==> config.mk <==
export PLATFORM = sky130hd
export DESIGN_NAME = max7219_chain
export DESIGN_NICKNAME = d
export VERILOG_FILES = /design/src/rtl/max7219_pkg.sv /design/src/rtl/max7219_shifter.sv /design/src/rtl/max7219_chain.sv
export SDC_FILE = /design/constraint.sdc
export NUM_CORES = 1
export LEC_CHECK = 0
export CORE_ASPECT_RATIO = 1.4
export CORE_MARGIN = 3
export CORE_UTILIZATION = 43
export CTS_BUF_LIST = sky130_fd_sc_hd__clkbuf_4 sky130_fd_sc_hd__clkbuf_8
export CTS_CLUSTER_DIAMETER = 30
export DETAILED_ROUTE_END_ITERATION = 8
export PLACE_DENSITY_LB_ADDON = 0.08
export SYNTH_ARGS = -nofsm -noshare
export SYNTH_HDL_FRONTEND = slang
export SYNTH_SLANG_ARGS = --single-unit
export TNS_END_PERCENT = 100
==> constraint.sdc <==
create_clock -name clk -period 2.23 [get_ports clk]
set_input_delay 0.5575 -clock clk [delete_from_list [all_inputs] [get_ports clk]]
set_output_delay 0.5575 -clock clk [all_outputs]
set_load 0.02 [all_outputs]
==> src/rtl/max7219_pkg.sv <==
// Shared definitions for the MAX7219 chain driver.
//  - REG_* : MAX7219 register addresses
//  - state_e : sequencing FSM states of the top level
//  - shift_phase_e : serializer phases of the shifter
//  - lowest_set() : picks the lowest-index dirty row
//  - init_word() : {addr,data} command for each step of the init sequence
package max7219_pkg;

  localparam logic [7:0] REG_NOP          = 8'h00;
  localparam logic [7:0] REG_DIGIT0       = 8'h01;
  localparam logic [7:0] REG_DECODE_MODE  = 8'h09;
  localparam logic [7:0] REG_INTENSITY    = 8'h0A;
  localparam logic [7:0] REG_SCAN_LIMIT   = 8'h0B;
  localparam logic [7:0] REG_SHUTDOWN     = 8'h0C;
  localparam logic [7:0] REG_DISPLAY_TEST = 8'h0F;

  // Index of the last of the five init commands.
  localparam logic [2:0] INIT_LAST = 3'd4;

  typedef enum logic [2:0] {
    ST_RESET,
    ST_INIT,
    ST_INIT_WAIT,
    ST_IDLE,
    ST_WAIT
  } state_e;

  typedef enum logic [2:0] {
    SH_IDLE,
    SH_LOW,
    SH_HIGH,
    SH_LATCH,
    SH_GAP
  } shift_phase_e;

  function automatic logic [2:0] lowest_set(input logic [7:0] v);
    logic [2:0] idx;
    casez (v)
      8'b???????1: idx = 3'd0;
      8'b??????10: idx = 3'd1;
      8'b?????100: idx = 3'd2;
      8'b????1000: idx = 3'd3;
      8'b???10000: idx = 3'd4;
      8'b??100000: idx = 3'd5;
      8'b?1000000: idx = 3'd6;
      8'b10000000: idx = 3'd7;
      default:     idx = 3'd0;
    endcase
    return idx;
  endfunction

  function automatic logic [15:0] init_word(input logic [2:0] idx,
                                            input logic [7:0] scan,
                                            input logic [7:0] decode,
                                            input logic [3:0] inten);
    logic [15:0] w;
    case (idx)
      3'd0:    w = {REG_DISPLAY_TEST, 8'h00};
      3'd1:    w = {REG_SHUTDOWN, 8'h01};
      3'd2:    w = {REG_SCAN_LIMIT, scan};
      3'd3:    w = {REG_INTENSITY, 4'h0, inten};
      3'd4:    w = {REG_DECODE_MODE, decode};
      default: w = {REG_NOP, 8'h00};
    endcase
    return w;
  endfunction

endpackage

==> src/rtl/max7219_shifter.sv <==
// SPI serializer for one chain-wide MAX7219 transaction.
// Ports:
//  clk, reset     : clock, synchronous active-low reset
//  start, frame   : load N_DEV*16-bit frame (MSB first) when idle
//  spi_clk/dout/cs: serial pins (spi_clk idles low, cs active low)
//  busy           : cs fall until end of the inter-transaction gap
//  done           : one-cycle pulse at the end of the gap
module max7219_shifter
  import max7219_pkg::*;
#(
  parameter int N_DEV   = 4,
  parameter int CLK_DIV = 25,
  parameter int CS_GAP  = 4
) (
  input  logic                 clk,
  input  logic                 reset,
  input  logic                 start,
  input  logic [N_DEV*16-1:0]  frame,
  output logic                 spi_clk,
  output logic                 dout,
  output logic                 cs,
  output logic                 busy,
  output logic                 done
);

  localparam int NBITS = N_DEV * 16;
  localparam int BIT_W = $clog2(NBITS);
  localparam int DIV_W = $clog2(CLK_DIV + 1);
  localparam int GAP_W = $clog2(CS_GAP * CLK_DIV + 1);
  localparam logic [DIV_W-1:0] DIV_LAST = DIV_W'(CLK_DIV - 1);
  localparam logic [BIT_W-1:0] BIT_LAST = BIT_W'(NBITS - 1);
  localparam logic [GAP_W-1:0] GAP_LAST = GAP_W'(CS_GAP * CLK_DIV - 1);

  shift_phase_e       phase_r, phase_nxt_s;
  logic [DIV_W-1:0]   div_cnt_r;
  logic [BIT_W-1:0]   bit_cnt_r;
  logic [GAP_W-1:0]   gap_cnt_r;
  logic [NBITS-1:0]   shift_r;
  logic               spi_clk_r, dout_r, cs_r, busy_r, done_r;
  logic               div_end_s;

  assign div_end_s = (div_cnt_r == DIV_LAST);

  // Phase register.
  always_ff @(posedge clk) begin
    if (!reset) phase_r <= SH_IDLE;
    else        phase_r <= phase_nxt_s;
  end

  // Next phase: each half-period lasts CLK_DIV clocks, gap lasts CS_GAP half-periods.
  always_comb begin
    phase_nxt_s = phase_r;
    case (phase_r)
      SH_IDLE:  if (start) phase_nxt_s = SH_LOW; else phase_nxt_s = SH_IDLE;
      SH_LOW:   if (div_end_s) phase_nxt_s = SH_HIGH; else phase_nxt_s = SH_LOW;
      SH_HIGH: begin
        if (div_end_s) begin
          if (bit_cnt_r == BIT_LAST) phase_nxt_s = SH_LATCH;
          else                       phase_nxt_s = SH_LOW;
        end else begin
          phase_nxt_s = SH_HIGH;
        end
      end
      SH_LATCH: if (div_end_s) phase_nxt_s = SH_GAP; else phase_nxt_s = SH_LATCH;
      SH_GAP:   if (gap_cnt_r == GAP_LAST) phase_nxt_s = SH_IDLE; else phase_nxt_s = SH_GAP;
      default:  phase_nxt_s = SH_IDLE;
    endcase
  end

  // Registered pin drivers, counters and shift register; dout changes only on entry to a low half.
  always_ff @(posedge clk) begin
    if (!reset) begin
      div_cnt_r <= '0;
      bit_cnt_r <= '0;
      gap_cnt_r <= '0;
      shift_r   <= '0;
      spi_clk_r <= 1'b0;
      dout_r    <= 1'b0;
      cs_r      <= 1'b1;
      busy_r    <= 1'b0;
      done_r    <= 1'b0;
    end else begin
      done_r <= 1'b0;
      case (phase_r)
        SH_IDLE: begin
          if (start) begin
            shift_r   <= frame;
            dout_r    <= frame[NBITS-1];
            cs_r      <= 1'b0;
            busy_r    <= 1'b1;
            div_cnt_r <= '0;
            bit_cnt_r <= '0;
          end
        end
        SH_LOW: begin
          if (div_end_s) begin
            spi_clk_r <= 1'b1;
            div_cnt_r <= '0;
          end else begin
            div_cnt_r <= div_cnt_r + DIV_W'(1);
          end
        end
        SH_HIGH: begin
          if (div_end_s) begin
            spi_clk_r <= 1'b0;
            div_cnt_r <= '0;
            if (bit_cnt_r != BIT_LAST) begin
              bit_cnt_r <= bit_cnt_r + BIT_W'(1);
              shift_r   <= {shift_r[NBITS-2:0], 1'b0};
              dout_r    <= shift_r[NBITS-2];
            end
          end else begin
            div_cnt_r <= div_cnt_r + DIV_W'(1);
          end
        end
        SH_LATCH: begin
          if (div_end_s) begin
            cs_r      <= 1'b1;
            div_cnt_r <= '0;
            gap_cnt_r <= '0;
          end else begin
            div_cnt_r <= div_cnt_r + DIV_W'(1);
          end
        end
        SH_GAP: begin
          if (gap_cnt_r == GAP_LAST) begin
            busy_r <= 1'b0;
            done_r <= 1'b1;
          end else begin
            gap_cnt_r <= gap_cnt_r + GAP_W'(1);
          end
        end
        default: done_r <= 1'b0;
      endcase
    end
  end

  assign spi_clk = spi_clk_r;
  assign dout    = dout_r;
  assign cs      = cs_r;
  assign busy    = busy_r;
  assign done    = done_r;

endmodule

==> src/rtl/max7219_chain.sv <==
// MAX7219 daisy-chain driver: frame buffer, dirty-row refresh, runtime intensity.
// Ports:
//  clk, reset                       : clock, synchronous active-low reset
//  wr_en/wr_dev/wr_digit/wr_data    : frame buffer write (always accepted)
//  int_wr/int_val                   : request intensity update
//  spi_clk/dout/cs                  : chain SPI pins
//  busy, init_done                  : status
module max7219_chain
  import max7219_pkg::*;
#(
  parameter int         N_DEV      = 4,
  parameter int         CLK_DIV    = 25,
  parameter logic [7:0] SCAN_LIMIT = 8'd7,
  parameter logic [7:0] DECODE     = 8'hFF,
  parameter logic [3:0] INTENSITY  = 4'hF,
  parameter int         CS_GAP     = 4,
  localparam int        DEV_W      = (N_DEV > 1) ? $clog2(N_DEV) : 1
) (
  input  logic             clk,
  input  logic             reset,
  input  logic             wr_en,
  input  logic [DEV_W-1:0] wr_dev,
  input  logic [2:0]       wr_digit,
  input  logic [7:0]       wr_data,
  input  logic             int_wr,
  input  logic [3:0]       int_val,
  output logic             spi_clk,
  output logic             dout,
  output logic             cs,
  output logic             busy,
  output logic             init_done
);

  state_e                      state_r, state_nxt_s;
  logic [2:0]                  init_idx_r;
  logic                        init_done_r;
  logic [N_DEV-1:0][7:0][7:0]  buf_r;
  logic [7:0]                  dirty_r;
  logic                        int_pend_r;
  logic [3:0]                  int_val_r;

  logic                        start_s, send_int_s, send_row_s, sh_done_s, wr_ok_s;
  logic [2:0]                  row_s;
  logic [7:0]                  clr_mask_s, set_mask_s;
  logic [N_DEV*16-1:0]         frame_s;

  // Qualify host writes: devices beyond the chain are dropped.
  always_comb begin
    if (wr_en && ({{(32-DEV_W){1'b0}}, wr_dev} < 32'(N_DEV))) wr_ok_s = 1'b1;
    else                                                       wr_ok_s = 1'b0;
  end

  // Sequencer state register.
  always_ff @(posedge clk) begin
    if (!reset) state_r <= ST_RESET;
    else        state_r <= state_nxt_s;
  end

  // Sequencer next state: init commands, then serve intensity/dirty rows from idle.
  always_comb begin
    state_nxt_s = state_r;
    case (state_r)
      ST_RESET: state_nxt_s = ST_INIT;
      ST_INIT:  state_nxt_s = ST_INIT_WAIT;
      ST_INIT_WAIT: begin
        if (sh_done_s) begin
          if (init_idx_r == INIT_LAST) state_nxt_s = ST_IDLE;
          else                         state_nxt_s = ST_INIT;
        end else begin
          state_nxt_s = ST_INIT_WAIT;
        end
      end
      ST_IDLE: begin
        if (int_pend_r || (dirty_r != 8'h00)) state_nxt_s = ST_WAIT;
        else                                  state_nxt_s = ST_IDLE;
      end
      ST_WAIT: if (sh_done_s) state_nxt_s = ST_IDLE; else state_nxt_s = ST_WAIT;
      default: state_nxt_s = ST_RESET;
    endcase
  end

  // Sequencer outputs: start strobe and frame; word for device 0 goes last (LSBs).
  always_comb begin
    start_s    = 1'b0;
    send_int_s = 1'b0;
    send_row_s = 1'b0;
    row_s      = lowest_set(dirty_r);
    frame_s    = '0;
    case (state_r)
      ST_INIT: begin
        start_s = 1'b1;
        for (int d = 0; d < N_DEV; d++)
          frame_s[d*16 +: 16] = init_word(init_idx_r, SCAN_LIMIT, DECODE, INTENSITY);
      end
      ST_IDLE: begin
        if (int_pend_r) begin
          start_s    = 1'b1;
          send_int_s = 1'b1;
          for (int d = 0; d < N_DEV; d++)
            frame_s[d*16 +: 16] = {REG_INTENSITY, 4'h0, int_val_r};
        end else if (dirty_r != 8'h00) begin
          start_s    = 1'b1;
          send_row_s = 1'b1;
          for (int d = 0; d < N_DEV; d++)
            frame_s[d*16 +: 16] = {REG_DIGIT0 + {5'b00000, row_s}, buf_r[d][row_s]};
        end else begin
          start_s = 1'b0;
        end
      end
      default: start_s = 1'b0;
    endcase
  end

  // Dirty-flag update masks; a write in the same cycle as a clear keeps the row dirty.
  always_comb begin
    if (send_row_s) clr_mask_s = 8'h01 << row_s;
    else            clr_mask_s = 8'h00;
    if (wr_ok_s)    set_mask_s = 8'h01 << wr_digit;
    else            set_mask_s = 8'h00;
  end

  // Init step counter and completion flag.
  always_ff @(posedge clk) begin
    if (!reset) begin
      init_idx_r  <= 3'd0;
      init_done_r <= 1'b0;
    end else if ((state_r == ST_INIT_WAIT) && sh_done_s) begin
      if (init_idx_r == INIT_LAST) init_done_r <= 1'b1;
      else                         init_idx_r  <= init_idx_r + 3'd1;
    end
  end

  // Frame buffer and dirty flags.
  always_ff @(posedge clk) begin
    if (!reset) begin
      buf_r   <= '0;
      dirty_r <= 8'hFF;
    end else begin
      if (wr_ok_s) buf_r[wr_dev][wr_digit] <= wr_data;
      dirty_r <= (dirty_r & ~clr_mask_s) | set_mask_s;
    end
  end

  // Pending intensity: a new request always wins over the clear at send time.
  always_ff @(posedge clk) begin
    if (!reset) begin
      int_pend_r <= 1'b0;
      int_val_r  <= 4'h0;
    end else if (int_wr) begin
      int_pend_r <= 1'b1;
      int_val_r  <= int_val;
    end else if (send_int_s) begin
      int_pend_r <= 1'b0;
    end
  end

  assign init_done = init_done_r;

  max7219_shifter #(
    .N_DEV   (N_DEV),
    .CLK_DIV (CLK_DIV),
    .CS_GAP  (CS_GAP)
  ) u_shifter (
    .clk     (clk),
    .reset   (reset),
    .start   (start_s),
    .frame   (frame_s),
    .spi_clk (spi_clk),
    .dout    (dout),
    .cs      (cs),
    .busy    (busy),
    .done    (sh_done_s)
  );

endmodule

## Yosys cells after proc, flatten, opt, wreduce, memory -nomap -nowiden

Index checks and enable logic that the tools add are counted.

| cells by class | value |
|---|---|
| order comparisons | 5 |
| add/sub/neg operators | 5 |
| shift operators | 2 |
| bitwise operators | 4 |
| reduce and logical (&&, ||, !) cells | 25 |
| mux-type cells | 69 |
| equality and inequality tests | 30 |

Operators with widths:

| operator | count |
|---|---|
| $bwmux 256 | 1 |
| $mux 63 | 3 |
| $demux 64 s2 | 1 |
| $pmux 63 s2 | 1 |
| $mux 60 | 2 |
| $pmux 60 s2 | 1 |
| $bmux 8 s3 | 4 |
| $mux 64 | 1 |
| $pmux 12 s5 | 1 |
| $mux 8 | 7 |
| $pmux 3 s5 | 2 |
| $demux 8 s3 | 1 |
| $pmux 3 s7 | 1 |
| $mux 1 | 19 |
| $eq 3x2->1 const B | 6 |
| $mux 6 | 3 |
| $shl 1x3->8 const A | 2 |
| $mux 3 | 5 |
| $eq 7x7->1 const B | 2 |
| $mux 7 | 2 |
| $pmux 7 s2 | 1 |
| $reduce_bool 2->1 | 7 |
| $eq 3x3->1 const B | 4 |
| $eq 6x6->1 const B | 2 |
| 34 further kinds | 61 |

| storage, ports and cells | value |
|---|---|
| logic and storage cells | 188 |
| flip-flop bits (word level) | 365 |
| output and inout port bits | 5 |

## Logic depth before layout (Yosys ltp)

Gate-level depths: netlist of run 1.

| logic depth | value |
|---|---|
| depth after elaboration | 9 |
| gate-level depth with buffers | 11 |
| gate-level depth less buffers | 9 |

## Cells and area by module

A second synthesis of run 1 with hierarchy kept.

| unflattened totals | value |
|---|---|
| cell total of the unflattened synthesis | 1,871 |
| area, all modules | 17,839.6 µm² |

Modules (own cells, without submodules):

| module | seq. area each (µm²) | times used | area an instance (µm²) | cells an instance |
|---|---|---|---|---|
| max7219_chain | 5,525.3 | 1 | 13,416.6 | 1,417 |
| max7219_shifter | 1,781.7 | 1 | 4,423.0 | 454 |

## Worst setup path before layout of run 1

OpenSTA, ideal clock, no wires.

| timing | value |
|---|---|
| path kind | reg2reg |
| start point | register dirty_r[7] |
| end point | register u_shifter.shift_r[10] |
| period minus slack after synthesis | 2.363 ns |
| setup time | 0.115 ns |
| setup slack | -0.133 ns |
| cell stages (with the launch flop) | 12 |
| data arrival time | 2.248 ns |
| buffers on the path | 2 |
| data required time | 2.115 ns |
| path through | dfxtp_1 or2_1 clkbuf_1 a21oi_1 nor2_1 clkbuf_1 ha_1 ha_1 a31oi_1 o21ai_1 a21oi_1 nor2_1 |

| between the ends | value |
|---|---|
| cells in the longest elaborated chain, start to end | 8 |

RTL lines:

| what | line | text |
|---|---|---|
| start: declaration | max7219_chain.sv:38 | `logic [7:0] dirty_r;` |
| start signal: assignment | max7219_chain.sv:140 | `dirty_r <= (dirty_r & ~clr_mask_s) \| set_mask_s;` |
| $eq 8x8->1 | max7219_pkg.sv:38 | `casez (v)` |
| $pmux 3 s7 | max7219_pkg.sv:38 |  |
| $add 1x3->4 | max7219_chain.sv:105 | `frame_s[d*16 +: 16] = {REG_DIGIT0 + {5'b00000, row_s}, buf_r[d][row_s]};` |
| $mux 60 | max7219_chain.sv:101 | `end else if (dirty_r != 8'h00) begin` |
| $mux 60 | max7219_chain.sv:96 | `if (int_pend_r) begin` |
| $pmux 60 s2 | max7219_chain.sv:89 | `case (state_r)` |
| $mux 63 | max7219_shifter.sv:86 | `if (start) begin` |
| $pmux 63 s2 | max7219_shifter.sv:84 | `case (phase_r)` |
| end signal: assignment | max7219_shifter.sv:87 | `shift_r <= frame;` |
| end signal: assignment | max7219_shifter.sv:109 | `shift_r <= {shift_r[NBITS-2:0], 1'b0};` |
| end: declaration | max7219_shifter.sv:38 | `logic [NBITS-1:0] shift_r;` |

Parallel ways exist; a longest one is shown, timed or not. The select of a mux whose other input is x is not followed.
A chain may end at the register's enable or synchronous reset.

## Worst setup path after layout of run 1

| timing | value |
|---|---|
| start point | register dirty_r[2] |
| end point | register u_shifter.shift_r[48] |

| between the ends | value |
|---|---|
| cells in the longest elaborated chain, start to end | 9 |

RTL lines:

| what | line |
|---|---|
| $eq 8x8->1 (tied with other cells) | max7219_pkg.sv:38 |
| $pmux 3 s7 | max7219_pkg.sv:38 |
| $bmux 8 s3 | max7219_chain.sv:105 |
| $mux 8 (implied by the code) | max7219_chain.sv:105 |
| $mux 60 | max7219_chain.sv:101 |
| $mux 60 | max7219_chain.sv:96 |
| $pmux 60 s2 | max7219_chain.sv:89 |
| $mux 63 | max7219_shifter.sv:86 |
| $pmux 63 s2 | max7219_shifter.sv:84 |

Parallel ways exist; a longest one is shown, timed or not. The select of a mux whose other input is x is not followed.

==> flow_metrics.env, run 1 <==
export IMPL_proportion_of_layout_cells_with_a_drive_suffix_above_1_pct=22.8
export IMPL_grt_overflow=0
export IMPL_fp_dieArea_um2=42300
export IMPL_achievable_frequency_mhz=422
export IMPL_coreArea_um2=38900
export IMPL_ir_drop_mv=0.711
export IMPL_final_period_utilization_pct=106
export IMPL_cts_tree="built"
export IMPL_die_h_um=242
export IMPL_synth_commonest_cells="365 x sky130_fd_sc_hd__dfxtp_1, 324 x sky130_fd_sc_hd__nor2_1, 243 x sky130_fd_sc_hd__mux2i_1"
export IMPL_grt_max_degree=63
export IMPL_count_of_cell_instances_traversed_by_the_critical_path=9
export IMPL_post_cts_hold_buffer_count=0
export IMPL_cp_start_kind="register"
export IMPL_tritoncts_num_sinks=365
export IMPL_stdcell_area_um2=22000
export IMPL_setup_worst_path_end_class="register"
export IMPL_critical_path_peak_fanout=5
export IMPL_netlist_cell_type_count=69
export IMPL_synth_edf_count=0
export IMPL_core_rowCount=85
export IMPL_tightest_slew_ns=0.711
export IMPL_netlist_top_cells_area="sky130_fd_sc_hd__dfxtp_1 43%, sky130_fd_sc_hd__mux2i_1 14%, sky130_fd_sc_hd__nor2_1 7.1%"
export IMPL_crit_chain="buf_6 > or4_4 > nor2_4 > buf_6 > and4_1 > a31oi_1 > a221oi_2 > buf_4 > o311a_1"
export IMPL_cts_root_buf="sky130_fd_sc_hd__clkbuf_8"
export IMPL_yosysSeqAreaShare_pct=42.6
export IMPL_fin_crit_ns=2.37
export IMPL_drcViolationCount=0
export IMPL_async_reset_ff_share_pct=0
export IMPL_unrepaired_setup_endpoints_after_global_routing="true"
export IMPL_worst_ep_required_time_ns=2.80
export IMPL_drt_pass1_iterations=5
export IMPL_h_tree_depth=3
export IMPL_hpwl_um=35400
export IMPL_path_clk_slew_ns=0.05
export IMPL_worst_hold_path_num_cells=2
export IMPL_synth_area_um2=17100
export IMPL_cts_buffers_inserted=79
export IMPL_slowest_delay_ns=0.59
export IMPL_detail_route_wirelength_um=54900
export IMPL_detail_route_vias_per_cell=5.64
export IMPL_antenna_found_initial=0
export IMPL_worstHoldPathType="reg2reg"
export IMPL_port_buffer_count=25
export IMPL_grt_pass1_vias=15300
export IMPL_mappedNetlistNets=2026
export IMPL_synth_main_ff_cell="sky130_fd_sc_hd__dfxtp_1"
export IMPL_die_x_um=175
export IMPL_post_synth_top_count_cell="sky130_fd_sc_hd__dfxtp_1"
export IMPL_n_antenna_cell=0
export IMPL_final_hold_viol_count=0
export IMPL_setup_viol=53
export IMPL_setup_tns_ns=-2.16
export IMPL_num_io_pins=26
export IMPL_crit_path_frequent_cell="sky130_fd_sc_hd__buf_6"
export IMPL_detail_route_wl_per_cell_um=20.2
export IMPL_grt_first_pass_wirelength_um=85700
export IMPL_syn_inst=1990
export IMPL_routabilityCongestion=0.906
export IMPL_initial_utilization_pct=44.0
export IMPL_via_count=15300
export IMPL_fin_total_pwr_mw=18.0
export IMPL_worst_r2r_path_depth=9
export IMPL_max_cap_violations=0
export IMPL_power_static_leakage_nw=8.85
export IMPL_cell_area_reported_after_detailed_placement_um2=19200
export IMPL_rrSetupSlack_ns=-0.14
export IMPL_slew_limit_headroom_pct=52.3
export IMPL_place_ws_ns=-0.216
export IMPL_total_nets_final=2170
export IMPL_critical_path_slowest_cell="sky130_fd_sc_hd__or4_4"
export IMPL_failing_checks="negative setup slack"
export IMPL_report_final_slew_viol_count=0
export IMPL_power_density_nw_per_um2=819
export IMPL_synth_largest_type_area_fraction_pct=42.6
export IMPL_worstSetupPathType="reg2reg"
export IMPL_synth_largest_area_cell="sky130_fd_sc_hd__dfxtp_1"
export IMPL_ys_warnings_count=0
export IMPL_critical_path_arrival_ns=2.94
export IMPL_track_usage_pct=25.3
export IMPL_crit_path_max_delay_family="simple AND/OR/NAND/NOR gates"
export IMPL_outcome="finished with violations"
export IMPL_number_of_nets_with_antenna_violations_after_routing=0
export IMPL_hold_ws_ns=0.454
export IMPL_insertion_delay_ns=0.65
export IMPL_area_delta_synth_final_pct=28.1
export IMPL_cts_path_max_buffers=3
export IMPL_fin_skew_ns=0.0341
export IMPL_fin_ws_ns=-0.141
export IMPL_synth_seq_cells=365
export IMPL_drt_first_iter_violations=1132
export IMPL_postSynthAreaPerCell_um2=8.62
export IMPL_path_buf_inv=3
## path summary, 6_finish.rpt
kind                                  from                     to
worst max-delay path            dirty_r[2]  u_shifter.shift_r[48]
worst min-delay path              buf_r[6]               buf_r[6]
worst min register to register    buf_r[6]               buf_r[6]
worst max register to register  dirty_r[2]  u_shifter.shift_r[48]
## metal layers
metal	routed length, um	share of wire (%)	vias up	track usage, %
met3	2880	5.3	99	5.46
met2	26500	48	402	42.2
li1	-	-	7373	-
met1	24100	44	7449	32.0
met4	1410	2.6	0	9.61
met5	0	0	-	0
## per-stage QoR
step                      std cells  util (%)
after detailed placement       2556      49.3
after CTS                      2711      55.1
after global placement         2556      49.3
after floorplan                1990         -
after global routing           2717      56.4
final                          2717      56.4
## cell usage in the layout (no fill, tap or decap), drive strengths merged, types with 32 or more instances in the layout
| cell type | instances |
|---|---|
| clkbuf | 107 |
| a21oi | 123 |
| buf | 208 |
| nor2 | 325 |
| nand3 | 75 |
| o22ai | 35 |
| dfxtp | 365 |
| o32ai | 32 |
| nand2 | 156 |
| and3 | 35 |
| o21ai | 77 |
| a21boi | 66 |
| mux2i | 243 |
## worst register-to-register path: cells and delay by family (launching register included)
kind            cells  cell delay, ns
simple gates        3            1.01
compound gates      3            0.50
buf+inv             3            0.45
flops               1            0.35
## registers in the layout, summed over array words and instances (netlist names), 3 cells and up
name                 flops
u_shifter.gap_cnt_r      7
u_shifter.phase_r        3
dirty_r                  8
u_shifter.shift_r       63
u_shifter.div_cnt_r      5
u_shifter.bit_cnt_r      6
state_r                  3
int_val_r                4
buf_r                  256
init_idx_r               3
## timing repair
| item | in CTS | in global routing |
|---|---|---|
| pin swaps | 24 | 54 |
| cloned | 4 | 2 |
| gates resized for setup | 34 | 95 |
| buffers inserted | 9 | 9 |
| endpoints found under the setup margin | 52 | 76 |
## report_power, final
part	internal, mW	leakage (nW)	switching (mW)
Sequential	6.72	2.95	0.119
Combinational	0.950	4.91	1.23
Clock	5.74	0.995	3.22
Total	13.4	8.85	4.57
## logic make-up (layout without fill, tap and decap cells)
family	Yosys count	after routing	synth area share (%)
DFF	365	365	42.6
xor gates and xnor gates	8	8	0.409
adders and majority gates	15	15	1.09
AOI/OAI and AO/OA	449	449	17.4
muxes	272	272	16.2
buffers and inverters	188	393	4.33
and+or+nand+nor	693	693	18.0
## cell type report
class | instances | area, um^2
timing repair buffer | 235 | 2350
multi-input combinational | 1437 | 9620
fill | 3640 | 17000
tap | 522 | 653
sequential | 365 | 7310
clock buffer | 105 | 1360
clock inverter | 37 | 598
inverter | 16 | 70.1
(Power assumes the default switching activity.)
==> run 2: changes to the inputs <==
CORE_UTILIZATION = 65   (was 43)
clock period = 2.65 ns   (was 2.23 ns; I/O delays follow)
==> flow_metrics.env, run 2 (synthesis gave the netlist of run 1 again) <==
export IMPL_outcome="complete, no violations"
export IMPL_worstSetupPathType="reg2reg"
export IMPL_critical_path_start="dirty_r[0]"
export IMPL_slew_limit_headroom_pct=22.7
export IMPL_final_common_cell="sky130_fd_sc_hd__dfxtp_1"
export IMPL_mostFrequentLayoutCells="365 x sky130_fd_sc_hd__dfxtp_1, 323 x sky130_fd_sc_hd__nor2_1, 243 x sky130_fd_sc_hd__mux2i_1, 156 x sky130_fd_sc_hd__nand2_1, 121 x sky130_fd_sc_hd__a21oi_1"
export IMPL_die_x_um=143
export IMPL_initial_utilization_pct=66.9
export IMPL_critical_path_arrival_ns=3.08
export IMPL_final_hold_viol_count=0
export IMPL_grt_overflow=0
export IMPL_worst_hold_path_num_cells=2
export IMPL_cts_tree="built"
export IMPL_antenna_found_initial=0
export IMPL_critical_path_peak_fanout=19
export IMPL_tightest_slew_ns=1.15
export IMPL_layout_area_seq_um2=7310
export IMPL_worstSetupEndpoint="u_shifter.shift_r[17]"
export IMPL_multi_input_combinational_cell_area_um2=9130
export IMPL_dp_cells=2277
export IMPL_track_usage_pct=34.0
export IMPL_cts_root_buf="sky130_fd_sc_hd__clkbuf_8"
export IMPL_coreArea_um2=25600
export IMPL_h_tree_depth=2
export IMPL_total_nets_final=2054
export IMPL_tritoncts_num_sinks=365
export IMPL_rr_endpoint="u_shifter.shift_r[17]"
export IMPL_path_clk_slew_ns=0.07
export IMPL_insertion_delay_ns=0.64
export IMPL_report_final_slew_viol_count=0
export IMPL_grt_first_pass_wirelength_um=77600
export IMPL_fin_cells=2387
export IMPL_die_h_um=198
export IMPL_core_rowCount=69
export IMPL_number_of_nets_with_antenna_violations_after_routing=0
export IMPL_worst_ep_required_time_ns=3.15
export IMPL_unrepaired_setup_endpoints_after_global_routing="false"
export IMPL_grt_pass1_vias=14800
export IMPL_fin_skew_ns=0.0322
export IMPL_area_delta_synth_final_pct=14.3
export IMPL_drt_first_iter_violations=1090
export IMPL_achievable_frequency_mhz=388
export IMPL_num_io_pins=26
export IMPL_rrSetupSlack_ns=0.07
export IMPL_cts_resized=0
export IMPL_fp_dieArea_um2=28400
export IMPL_setup_tns_ns=0
export IMPL_cp_start_kind="register"
export IMPL_worst_reg2reg_startpoint="dirty_r[0]"
export IMPL_drcViolationCount=0
export IMPL_layout_filler_cells=1890
export IMPL_detail_route_wirelength_um=48900
export IMPL_setup_viol=0
export IMPL_cts_path_max_buffers=3
export IMPL_hpwl_um=32000
export IMPL_power_density_nw_per_um2=653
export IMPL_largestRegisters="buf_r x256, u_shifter.shift_r x63, dirty_r x8"
export IMPL_routabilityCongestion=1.00
export IMPL_critical_path_slowest_cell="sky130_fd_sc_hd__a221oi_1"
export IMPL_worstHoldPathType="reg2reg"
export IMPL_worst_r2r_path_depth=8
export IMPL_via_count=15200
export IMPL_n_antenna_cell=0
export IMPL_setup_worst_path_end_class="register"
export IMPL_detail_route_vias_per_cell=6.37
export IMPL_fin_crit_ns=2.58
export IMPL_grt_max_degree=84
export IMPL_ir_drop_mv=0.559
export IMPL_slowest_delay_ns=0.47
export IMPL_detail_route_wl_per_cell_um=20.5
export IMPL_core_utilization_of_the_finished_layout_pct=76.5
export IMPL_post_cts_hold_buffer_count=0
export IMPL_cts_buffers_inserted=58
export IMPL_regMostFlops="buf_r"
export IMPL_power_static_leakage_nw=7.87
export IMPL_port_buffer_count=25
export IMPL_proportion_of_layout_cells_with_a_drive_suffix_above_1_pct=13.8
export IMPL_final_period_utilization_pct=97.3
export IMPL_drt_pass1_iterations=7
export IMPL_largest_register_ffs=256
export IMPL_post_cts_repair_setup_buffers=0
export IMPL_crit_chain="buf_4 > o21bai_2 > nand2_1 > inv_2 > buf_12 > mux2_2 > a221oi_1 > o31ai_1"
export IMPL_max_cap_violations=0
-- run 2: changes by cell type in the layout (fill, tap and decap cells not counted), moves of 9 or more --
| cell | delta |
|---|---|
| sky130_fd_sc_hd__buf_4 | -61 |
| sky130_fd_sc_hd__a21oi_1 | +21 |
| sky130_fd_sc_hd__a21oi_2 | -20 |
| sky130_fd_sc_hd__buf_12 | -16 |
| sky130_fd_sc_hd__clkbuf_8 | -15 |
| sky130_fd_sc_hd__nand3_1 | +14 |
| sky130_fd_sc_hd__nor2_1 | +12 |
| sky130_fd_sc_hd__buf_6 | -11 |
| sky130_fd_sc_hd__nor2_2 | -10 |
| sky130_fd_sc_hd__bufinv_16 | -9 |
| sky130_fd_sc_hd__nand3_2 | -9 |
-- run 2: cell type report --
cell class / instances / area share [%]
Multi-Input combinational cell: 1437 / 46.6
Clock buffer: 86 / 5.72
Clock inverter: 24 / 1.56
Tap cell: 319 / 2.04
Timing Repair Buffer: 140 / 6.48
Sequential cell: 365 / 37.3
Inverter: 16 / 0.345
-- run 2: how the worst min path moves through the flow --
| stage | end | start |
|---|---|---|
| after floorplan | u_shifter.shift_r[12] | u_shifter.shift_r[11] |
| after global placement | u_shifter.shift_r[12] | u_shifter.shift_r[11] |
| after detailed placement | u_shifter.shift_r[61] | u_shifter.shift_r[60] |
| after CTS | u_shifter.shift_r[12] | u_shifter.shift_r[11] |
| after global routing | u_shifter.shift_r[62] | u_shifter.shift_r[61] |
| final | u_shifter.shift_r[12] | u_shifter.shift_r[11] |
-- run 2: power breakdown --
group / switching (mW) / leakage [nW] / internal [mW] / total, mW
combinational: 0.856 / 4.21 / 0.498 / 1.35
clock: 2.36 / 0.711 / 3.33 / 5.69
sequential: 0.114 / 2.95 / 5.65 / 5.76
total: 3.33 / 7.87 / 9.48 / 12.8
-- run 2: metal layers --
layer / vias up / share of wire (%) / GRT usage (%)
li1: 7134 / - / -
met1: 7255 / 39 / 41.6
met2: 644 / 49 / 58.2
met3: 164 / 7.2 / 5.32
met4: 0 / 4.8 / 16.8
met5: - / 0 / 0
-- run 2: per-stage QoR --
step / total power, mW / worst slack, ns / cell area (um^2) / hold slack, ns
global route: 13.2 / 0.0564 / 19600 / 0.464
detailed placement: 7.20 / -0.0752 / 18200 / 0.447
global placement: 7.18 / -0.00497 / 18200 / 0.435
finish: 12.8 / 0.0722 / 19600 / 0.448
CTS: 12.8 / 0.201 / 19600 / 0.445
floorplan: 6.72 / 0.287 / 17100 / 0.429
-- run 2: critical path: cells and delay by family (launching register included) --
family	cells	cell delay, ns
AO/OA/AOI/OAI	3	0.77
AND/OR/NAND/NOR	1	0.17
buffers and inverters	3	0.71
flip-flops	1	0.40
multiplexers	1	0.38
==> run 3: changes to the inputs <==
CTS_CLUSTER_SIZE = 20   (was unset)
==> flow_metrics.env, run 3 (synthesis gave the netlist of run 1 again) <==
export IMPL_final_hold_viol_count=0
export IMPL_whs_endpoint="u_shifter.shift_r[62]"
export IMPL_power_static_leakage_nw=7.77
export IMPL_post_cts_repair_setup_buffers=0
export IMPL_detail_route_wl_per_cell_um=20.7
export IMPL_cts_buffers_inserted=55
export IMPL_rr_endpoint="u_shifter.shift_r[17]"
export IMPL_track_usage_pct=34.4
export IMPL_worstHoldStart="u_shifter.shift_r[61]"
export IMPL_cp_start_kind="register"
export IMPL_setup_worst_path_end_class="register"
export IMPL_die_x_um=143
export IMPL_num_io_pins=26
export IMPL_insertion_delay_ns=0.63
export IMPL_cts_root_buf="sky130_fd_sc_hd__clkbuf_8"
export IMPL_fin_total_pwr_mw=12.3
export IMPL_drcViolationCount=0
export IMPL_cts_path_max_buffers=3
export IMPL_fin_crit_ns=2.57
export IMPL_multi_input_combinational_cell_area_um2=9130
export IMPL_tritoncts_num_sinks=365
export IMPL_final_period_utilization_pct=96.9
export IMPL_power_density_nw_per_um2=634
export IMPL_report_final_slew_viol_count=0
export IMPL_grt_first_pass_wirelength_um=78400
export IMPL_ir_drop_mv=0.550
export IMPL_area_delta_synth_final_pct=13.4
export IMPL_drt_pass1_iterations=5
export IMPL_number_of_nets_with_antenna_violations_after_routing=0
export IMPL_final_common_cell="sky130_fd_sc_hd__dfxtp_1"
export IMPL_antenna_found_initial=0
export IMPL_mostFrequentLayoutCells="365 x sky130_fd_sc_hd__dfxtp_1, 323 x sky130_fd_sc_hd__nor2_1, 243 x sky130_fd_sc_hd__mux2i_1, 156 x sky130_fd_sc_hd__nand2_1, 121 x sky130_fd_sc_hd__a21oi_1"
export IMPL_detail_route_vias_per_cell=6.41
export IMPL_port_buffer_count=25
export IMPL_layout_filler_cells=1902
export IMPL_coreArea_um2=25600
export IMPL_largestRegisters="buf_r x256, u_shifter.shift_r x63, dirty_r x8"
export IMPL_initial_utilization_pct=66.9
export IMPL_unrepaired_setup_endpoints_after_global_routing="false"
export IMPL_worst_reg2reg_startpoint="dirty_r[0]"
export IMPL_worstSetupPathType="reg2reg"
export IMPL_die_h_um=198
export IMPL_setup_viol=0
export IMPL_grt_overflow=0
export IMPL_hold_ws_ns=0.440
export IMPL_critical_path_peak_fanout=19
export IMPL_worst_ep_required_time_ns=3.15
export IMPL_worstHoldPathType="reg2reg"
export IMPL_grt_max_degree=84
export IMPL_critical_path_arrival_ns=3.07
export IMPL_max_cap_violations=0
export IMPL_cts_resized=0
export IMPL_fin_ws_ns=0.0810
export IMPL_proportion_of_layout_cells_with_a_drive_suffix_above_1_pct=13.5
export IMPL_regMostFlops="buf_r"
export IMPL_largest_register_ffs=256
export IMPL_layout_area_seq_um2=7310
export IMPL_slew_limit_headroom_pct=22.3
export IMPL_h_tree_depth=2
export IMPL_via_count=15300
export IMPL_total_nets_final=2051
export IMPL_core_rowCount=69
export IMPL_worst_hold_path_num_cells=2
export IMPL_grt_pass1_vias=15000
export IMPL_rrSetupSlack_ns=0.08
export IMPL_drt_first_iter_violations=1177
export IMPL_outcome="complete, no violations"
export IMPL_fin_skew_ns=0.0364
export IMPL_n_antenna_cell=0
export IMPL_fp_dieArea_um2=28400
export IMPL_worst_r2r_path_depth=8
export IMPL_path_clk_slew_ns=0.07
export IMPL_post_cts_hold_buffer_count=0
export IMPL_place_ws_ns=-0.0752
export IMPL_hpwl_um=32000
export IMPL_routabilityCongestion=1.00
export IMPL_cts_tree="built"
export IMPL_detail_route_wirelength_um=49200
export IMPL_achievable_frequency_mhz=389
export IMPL_tightest_slew_ns=1.16
[run 3: cell types whose count changed in the layout (fill, tap and decap cells not counted)]
cell                         before  now
sky130_fd_sc_hd__clkbuf_4        10    7
sky130_fd_sc_hd__clkinvlp_4      10   13
sky130_fd_sc_hd__clkinv_2         5    8
sky130_fd_sc_hd__bufinv_16        6    5
sky130_fd_sc_hd__inv_6            2    3
sky130_fd_sc_hd__inv_8            1    2
sky130_fd_sc_hd__clkbuf_8        76   61
sky130_fd_sc_hd__clkinv_4         1    6
[run 3: report_power, final]
group          internal [mW]  switching [mW]
Combinational          0.498           0.862
Clock                   2.79            2.42
Sequential              5.65           0.114
[run 3: cell type report]
cell class              instances  share of cell area (%)
flip-flops and latches        365                    37.6
multi-input cells            1437                    47.0
repair buffers                140                    6.54
inverters                      16                   0.347
clock inverters                36                    1.94
well taps                     319                    2.05
clock buffers                  68                    4.59
[run 3: worst max path at each step]
stage               cells after the start  slack, ns   startpoint               endpoint
floorplan                              11       0.29   dirty_r[7]  u_shifter.shift_r[10]
global placement                        8     -0.005  wr_digit[1]             buf_r[223]
detailed placement                      8      -0.08  wr_digit[1]             buf_r[158]
CTS                                     7       0.18   dirty_r[0]  u_shifter.shift_r[34]
global route                            8       0.03   dirty_r[2]  u_shifter.shift_r[50]
finish                                  8       0.08   dirty_r[0]  u_shifter.shift_r[17]
[run 3: per-stage QoR]
stage          setup TNS, ns  utilization [%]  instance area [um^2]  cells
3_5_place_dp          -0.837             70.9                 18200   2277
6_report                   0             75.8                 19400   2381
2_1_floorplan              0                -                 17100   1990
3_3_place_gp        -0.00497             70.9                 18200   2277
5_1_grt                    0             75.8                 19400   2381
4_1_cts                    0             75.8                 19400   2381
[run 3: routing by layer]
layer | wire length [um] | GRT usage (%) | vias to the layer above
met5 | 0 | 0 | -
met4 | 2570 | 18.0 | 0
met3 | 3480 | 5.48 | 181
met2 | 23700 | 57.9 | 667
met1 | 19500 | 42.1 | 7284
li1 | - | - | 7124
[run 3: critical path, cell delays in order (launching register included)]
cell and delay, ns:
sky130_fd_sc_hd__dfxtp_1 0.43, sky130_fd_sc_hd__buf_4 0.27, sky130_fd_sc_hd__o21bai_2 0.18, sky130_fd_sc_hd__nand2_1 0.17
sky130_fd_sc_hd__inv_2 0.23, sky130_fd_sc_hd__buf_12 0.22, sky130_fd_sc_hd__mux2_2 0.38, sky130_fd_sc_hd__a221oi_1 0.42
sky130_fd_sc_hd__o31ai_1 0.12
